### src/rtl/pipe_ctrl_pkg.sv
// Shared types and encodings for the pipeline hazard controller.
package pipe_ctrl_pkg;

  // Controller sequencing states
  typedef enum logic [1:0] {
    RUN    = 2'd0,
    ATOMIC = 2'd1,
    HALT   = 2'd2
  } ctrl_state_e;

  // EX operand source selects
  localparam logic [1:0] FWD_REG = 2'd0;
  localparam logic [1:0] FWD_S4  = 2'd1;
  localparam logic [1:0] FWD_S5  = 2'd2;

endpackage

### src/rtl/pipe_fwd_unit.sv
// Operand forwarding compare for one EX source register.
module pipe_fwd_unit
  import pipe_ctrl_pkg::*;
#(
  parameter int unsigned AW = 5
) (
  input  logic [AW-1:0] addr_s3,
  input  logic          rw_s4,
  input  logic [AW-1:0] waddr_s4,
  input  logic          rw_s5,
  input  logic [AW-1:0] waddr_s5,
  output logic [1:0]    sel
);

  // MEM result wins over WB; register 0 is hardwired and never forwarded
  always_comb begin
    sel = FWD_REG;
    if (!rw_s4 && (waddr_s4 != '0) && (waddr_s4 == addr_s3)) begin
      sel = FWD_S4;
    end else if (!rw_s5 && (waddr_s5 != '0) && (waddr_s5 == addr_s3)) begin
      sel = FWD_S5;
    end
  end

endmodule

### src/rtl/pipe_hazard_ctrl.sv
// Hazard/stall controller: load-use bubbles, atomic serialisation, halt freeze,
// EX forwarding selects and a saturating stall-cycle counter.
module pipe_hazard_ctrl
  import pipe_ctrl_pkg::*;
#(
  parameter int unsigned REG_WORDS     = 32,
  parameter int unsigned ADDR_LEFT     = $clog2(REG_WORDS) - 1,
  parameter int unsigned ATOMIC_CYCLES = 2,
  parameter int unsigned CNT_BITS      = 16
) (
  input  logic                clk,
  input  logic                rst,
  input  logic [ADDR_LEFT:0]  r1_addr,
  input  logic [ADDR_LEFT:0]  r2_addr,
  input  logic                r1_used,
  input  logic                r2_used,
  input  logic                sel_mem_s3,
  input  logic                rw_s3,
  input  logic [ADDR_LEFT:0]  waddr_s3,
  input  logic                atomic_s3,
  input  logic                halt_s3,
  input  logic                rw_s4,
  input  logic                rw_s5,
  input  logic [ADDR_LEFT:0]  waddr_s4,
  input  logic [ADDR_LEFT:0]  waddr_s5,
  input  logic                mem_busy,
  output logic                stall_pipe,
  output logic                hold_s1,
  output logic [1:0]          fwd_r1_sel,
  output logic [1:0]          fwd_r2_sel,
  output logic                halted,
  output logic [CNT_BITS-1:0] stall_count
);

  localparam int unsigned AW = ADDR_LEFT + 1;
  localparam int unsigned CW = (ATOMIC_CYCLES > 1) ? $clog2(ATOMIC_CYCLES) : 1;
  localparam logic [CW-1:0]       CNT_LOAD = CW'(ATOMIC_CYCLES - 1);
  localparam logic [CNT_BITS-1:0] CNT_MAX  = '1;

  ctrl_state_e   state, state_next;
  logic [CW-1:0] cnt, cnt_next;
  logic [AW-1:0] r1_s3, r2_s3;
  logic          lu;
  logic [1:0]    fwd1_raw, fwd2_raw;

  // Load-use: EX load writes a register the ID instruction reads
  always_comb begin
    lu = sel_mem_s3 & ~rw_s3 & (waddr_s3 != '0) &
         ((r1_used & (r1_addr == waddr_s3)) | (r2_used & (r2_addr == waddr_s3)));
  end

  // State and atomic down-counter registers
  always_ff @(posedge clk) begin
    if (rst) begin
      state <= RUN;
      cnt   <= '0;
    end else begin
      state <= state_next;
      cnt   <= cnt_next;
    end
  end

  // Next state and stall/halt decode; reset forces every output low
  always_comb begin
    state_next = state;
    cnt_next   = cnt;
    stall_pipe = 1'b0;
    halted     = 1'b0;
    case (state)
      RUN: begin
        stall_pipe = lu;
        if (halt_s3) begin
          state_next = HALT;
        end else if (atomic_s3) begin
          state_next = ATOMIC;
          cnt_next   = CNT_LOAD;
        end
      end
      ATOMIC: begin
        stall_pipe = 1'b1;
        if (cnt != '0) begin
          cnt_next = cnt - CW'(1);
        end else if (!mem_busy) begin
          state_next = RUN;
        end
      end
      HALT: begin
        stall_pipe = 1'b1;
        halted     = 1'b1;
      end
      default: state_next = RUN;
    endcase
    if (rst) begin
      stall_pipe = 1'b0;
      halted     = 1'b0;
    end
    hold_s1 = stall_pipe;
  end

  // Shadow of the ID/EX source addresses (bubble clears them) and stall counter
  always_ff @(posedge clk) begin
    if (rst) begin
      r1_s3       <= '0;
      r2_s3       <= '0;
      stall_count <= '0;
    end else begin
      if (stall_pipe) begin
        r1_s3 <= '0;
        r2_s3 <= '0;
      end else begin
        r1_s3 <= r1_addr;
        r2_s3 <= r2_addr;
      end
      if (stall_pipe && (stall_count != CNT_MAX)) begin
        stall_count <= stall_count + CNT_BITS'(1);
      end
    end
  end

  pipe_fwd_unit #(.AW(AW)) u_fwd_r1 (
    .addr_s3  (r1_s3),
    .rw_s4    (rw_s4),
    .waddr_s4 (waddr_s4),
    .rw_s5    (rw_s5),
    .waddr_s5 (waddr_s5),
    .sel      (fwd1_raw)
  );

  pipe_fwd_unit #(.AW(AW)) u_fwd_r2 (
    .addr_s3  (r2_s3),
    .rw_s4    (rw_s4),
    .waddr_s4 (waddr_s4),
    .rw_s5    (rw_s5),
    .waddr_s5 (waddr_s5),
    .sel      (fwd2_raw)
  );

  // Forwarding selects are held at the regfile source while in reset
  always_comb begin
    fwd_r1_sel = rst ? FWD_REG : fwd1_raw;
    fwd_r2_sel = rst ? FWD_REG : fwd2_raw;
  end

endmodule

### config.mk
export PLATFORM = sky130hd
export DESIGN_NAME = pipe_hazard_ctrl
export DESIGN_NICKNAME = d
export VERILOG_FILES = /design/src/rtl/pipe_ctrl_pkg.sv /design/src/rtl/pipe_fwd_unit.sv /design/src/rtl/pipe_hazard_ctrl.sv
export SDC_FILE = /design/constraint.sdc
export NUM_CORES = 1
export LEC_CHECK = 0
export BUFFER_PORTS_ARGS = -buffer_cell sky130_fd_sc_hd__buf_2
export CAP_MARGIN = 25
export CORE_MARGIN = 2
export CORE_UTILIZATION = 50
export DETAILED_ROUTE_END_ITERATION = 16
export PLACE_DENSITY = 0.79
export SLEW_MARGIN = 15
export SYNTH_ARGS = -nofsm -noshare
export SYNTH_HDL_FRONTEND = slang
export SYNTH_SLANG_ARGS = --single-unit
### constraint.sdc
create_clock -name clk -period 2.8 [get_ports clk]
set_input_delay 0.56 -clock clk [delete_from_list [all_inputs] [get_ports clk]]
set_output_delay 0.56 -clock clk [all_outputs]
set_load 0.005 [all_outputs]
==> out/qor_table.md <==
| Item | Value | Unit |
|:---|:---|:---|
| Remaining number of nets flagged by the antenna check after routing | 0 | - |
| Area of the core | 3337 | um2 |
| Static leakage | 0.9176 | nW |
| Final routed DRC violation total | 0 | - |
| Final WS setup | 0.4142 | ns |
| Post-layout nets | 302 | - |
| Largest stage delay on the critical path | 0.40 | ns |
| Number of violations reported at the end of detailed-routing iteration 0 | 72 | - |
| Power Density | 508.9 | nW/um2 |
| Most used routing layer | met2 | - |
| GR Util met3 | 7.207 | % |
| Global-route wire length before repair | 6.479 | mm |
| Post-Route Hold Slack | 0.4819 | ns |
| Max-Cap Viols | 0 | - |
| Dominant cell type by area after synthesis | sky130_fd_sc_hd__dfxtp_1 | - |
| Critical Path Start | state[0] | - |
| Path depth of the worst reg2reg path | 7 | - |
| Post-DP HPWL | 2.971 | mm |
| Proportion of layout cells with a drive suffix above 1 | 28.63 | % |
| Cell at the root of the clock tree | sky130_fd_sc_hd__clkbuf_4 | - |
| Die outline height | 63.02 | um |
| Initial core utilization | 52.19 | % |
| Post-synth top flop | sky130_fd_sc_hd__dfxtp_1 | - |
| Worst Max-Slew Pin Slew | 0.4108 | ns |
| Number of buffers created by CTS | 5 | - |
| Met2 usage | 33.51 | % |
| Worst-path fanout max | 5 | - |
| Grt ovf | 0 | - |
| Area growth from synthesis to final layout | 22.70 | % |
| Relative slew slack | 72.36 | % |
| Global placement routability congestion | 0.8495 | - |
| Sum Neg Setup Slack | 0 | ns |
| Final clock period utilization by the worst path | 85.21 | % |
| Mapped Nets | 242 | - |
| Compound-gate portion of the synthesized area | 16.09 | % |
| Resized Gates After CTS | 0 | - |
| Pin count of the biggest net entering global routing | 25 | - |
| Top-level port count | 59 | - |
| Top area cells in the synthesized netlist | sky130_fd_sc_hd__dfxtp_1, sky130_fd_sc_hd__xnor2_1, sky130_fd_sc_hd__xor2_1 | - |
| Fraction of synthesized cell area in xor and xnor cells | 15.59 | % |
| Flip-flop and latch count after synthesis | 29 | - |
| Number of antenna violations at the first check in global routing | 0 | - |
| Capture point of the critical path | hold_s1 | - |
| Buffers on Ports | 58 | - |
| Rows | 21 | - |
| Top cell types by occurrence after synthesis | sky130_fd_sc_hd__dfxtp_1, sky130_fd_sc_hd__xnor2_1, sky130_fd_sc_hd__a21oi_1 | - |
| Critical path, cell by cell | inv_1 > ha_1 > and4bb_2 > o21ai_2 > inv_2 > a21boi_4 > nor2_1 > buf_2 | - |
| Clock transition at the registers of the reported paths | 0.10 | ns |
| Global Route met1 Usage | 24.67 | % |
| Minimum clock period after layout | 2.386 | ns |
| Area share of fa/ha/maj cells after synthesis | 3.592 | % |
| Maximum resistive drop on vdd | 343.8 | uV |
| Area share of the largest cell type after synthesis | 33.33 | % |
| First-pass iteration count of the detailed router | 4 | - |
| Longest Clk Path Bufs | 2 | - |
| Cells after Synth | 201 | - |
| Area of the mapped netlist | 1742 | um2 |
| Multiplexer fraction of the synthesized cell area | 0.5747 | % |
| Wirelength per Cell | 12.41 | um |
| Via-per-instance ratio | 5.406 | - |
| CTS Hold Bufs | 0 | - |
| Number of global-route vias before repair | 1505 | - |
| Setup slack of the worst register-to-register path | 0.50 | ns |
| Library cells used by synthesis | 39 | - |
| Ant diodes | 0 | - |
| Area fraction in and, or, nand and nor cells after synthesis | 25.22 | % |
| Unrepaired setup endpoints after global routing | false | - |
| Num Clock Sinks | 29 | - |
| Critical Path Start Type | flip-flop | - |
| Total detailed-routing wirelength | 3.821 | mm |
| Sequential area share after synthesis | 33.33 | % |
| Clock H-tree levels | 2 | - |
| Result of the run | finished, final reports clean | - |
| Number of filler cells placed in the layout | 293 | - |
| Die Area | 3972 | um2 |
| Worst reg2reg path endpoint | stall_count[1] | - |
| Buffer count from post-CTS setup fixing | 0 | - |
| Pre-CTS WS | 0.4259 | ns |
| Endpoint kind of the worst setup timing path | output port | - |
| Fmax achieved | 419.1 | MHz |
| Clock tree from TritonCTS | built | - |
| Post-Synthesis Mean Instance Area | 8.665 | um2 |
| Warnings from Yosys | 0 | - |
| Most common cell in the synthesized netlist | sky130_fd_sc_hd__dfxtp_1 | - |
| Total count of max-transition violations in the final report | 0 | - |
| Dominant combinational cell family by area after synthesis | simple AND/OR/NAND/NOR gates | - |
| Critical Path Slowest Stage Cell | sky130_fd_sc_hd__dfxtp_1 | - |
| EDFF count, synth | 0 | - |
| Overall global routing resource usage | 20.57 | % |
| Ys async rst share | 0 | % |
| Horizontal extent of the die | 63.02 | um |
| Critical register-to-register path startpoint | stall_count[0] | - |
| Final number of hold-violating endpoints | 0 | - |
| Final number of setup-violating endpoints | 0 | - |
| Worst setup path category | flip-flop to output port | - |
| Clk_lat worst skew | 0.33 | ns |
| Data arrival time of the worst path | 1.83 | ns |
| DR vias | 1665 | - |
| Path type of the worst min-delay path | input pin to flip-flop | - |
| Worst path required time | 2.24 | ns |
| Skew final | 0.01123 | ns |
-- state kept, by name, summed over array words and instances (netlist names) --
register / count
stall_count: 16
r1_s3: 5
r2_s3: 5
state: 2
cnt: 1
-- per-stage QoR --
stage                     total power [mW]  utilization, %  cell area (um2)  cells
final                                1.088           64.04             2137    308
after global routing                 1.158           64.04             2137    308
after CTS                            1.097           64.04             2137    308
after detailed placement            0.7361           61.49             2052    300
after global placement              0.7311           61.49             2052    300
after floorplan                     0.6728               -             1742    201
-- placed cells by master (no fill, tap or decap), drive strengths merged --
master and instances:
a211o 1, a211oi 2, a21boi 1, a21oi 17, a32oi 1, and3 11, and4bb 1, buf 60
bufinv 1, clkbuf 7, dfxtp 29, ha 5, inv 12, mux2i 1, nand2 6, nand2b 2
nand3 6, nand4 9, nor2 12, nor2b 1, nor3 6, nor4 3, nor4b 1, o21a 1
o21ai 9, o221a 1, o22ai 1, o31ai 7, or2 1, or3 8, or4 8, xnor2 21
xor2 10
-- how the worst min path moves through the flow --
| stage | start | end | slack [ns] | cells after the start |
|---|---|---|---|---|
| 2_1_floorplan | cnt | cnt | 0.46 | 2 |
| 4_1_cts | r2_addr[1] | r2_s3[1] | 0.48 | 2 |
| 6_report | r2_addr[1] | r2_s3[1] | 0.48 | 2 |
| 5_1_grt | r2_addr[2] | r2_s3[2] | 0.47 | 2 |
| 3_5_place_dp | cnt | cnt | 0.48 | 2 |
| 3_3_place_gp | cnt | cnt | 0.47 | 2 |
-- worst max-delay path: cells and delay by family, from the launching register on --
| family | cells | cell delay, ns |
|---|---|---|
| AO/OA/AOI/OAI | 2 | 0.23 |
| adder cells (fa/ha/maj) | 1 | 0.25 |
| buffers and inverters | 3 | 0.27 |
| flip-flops | 1 | 0.40 |
| AND/OR/NAND/NOR | 2 | 0.34 |
-- final cells by class --
class,instances,area [um2],area share [%]
Sequential cell,29,580.6,27.17
Clock inverter,1,30.03,1.405
Tap cell,46,57.56,2.693
Multi-Input combinational cell,153,1064,49.77
Inverter,12,45.04,2.108
Clock buffer,7,55.05,2.576
Timing Repair Buffer,60,305.3,14.29
-- layer usage --
metal,share of wire (%),vias to the layer above
li1,-,854
met1,44,759
met5,0,-
met2,49,47
met4,1.2,0
met3,6.3,5
-- power by group --
group | total, mW | internal (mW) | switching (mW) | leakage, nW
logic | 0.257 | 0.118 | 0.139 | 0.636
registers | 0.469 | 0.441 | 0.0278 | 0.237
clock network | 0.362 | 0.213 | 0.149 | 0.0455
total | 1.09 | 0.772 | 0.315 | 0.918
-- cell families after synthesis --
family,count (synthesis)
AOI/OAI and AO/OA,41
xor gates and xnor gates,31
adders and majority gates,5
buffers and inverters,19
DFF,29
muxes,1
and+or+nand+nor,75
Note: power is estimated with default switching activity, not from simulation.
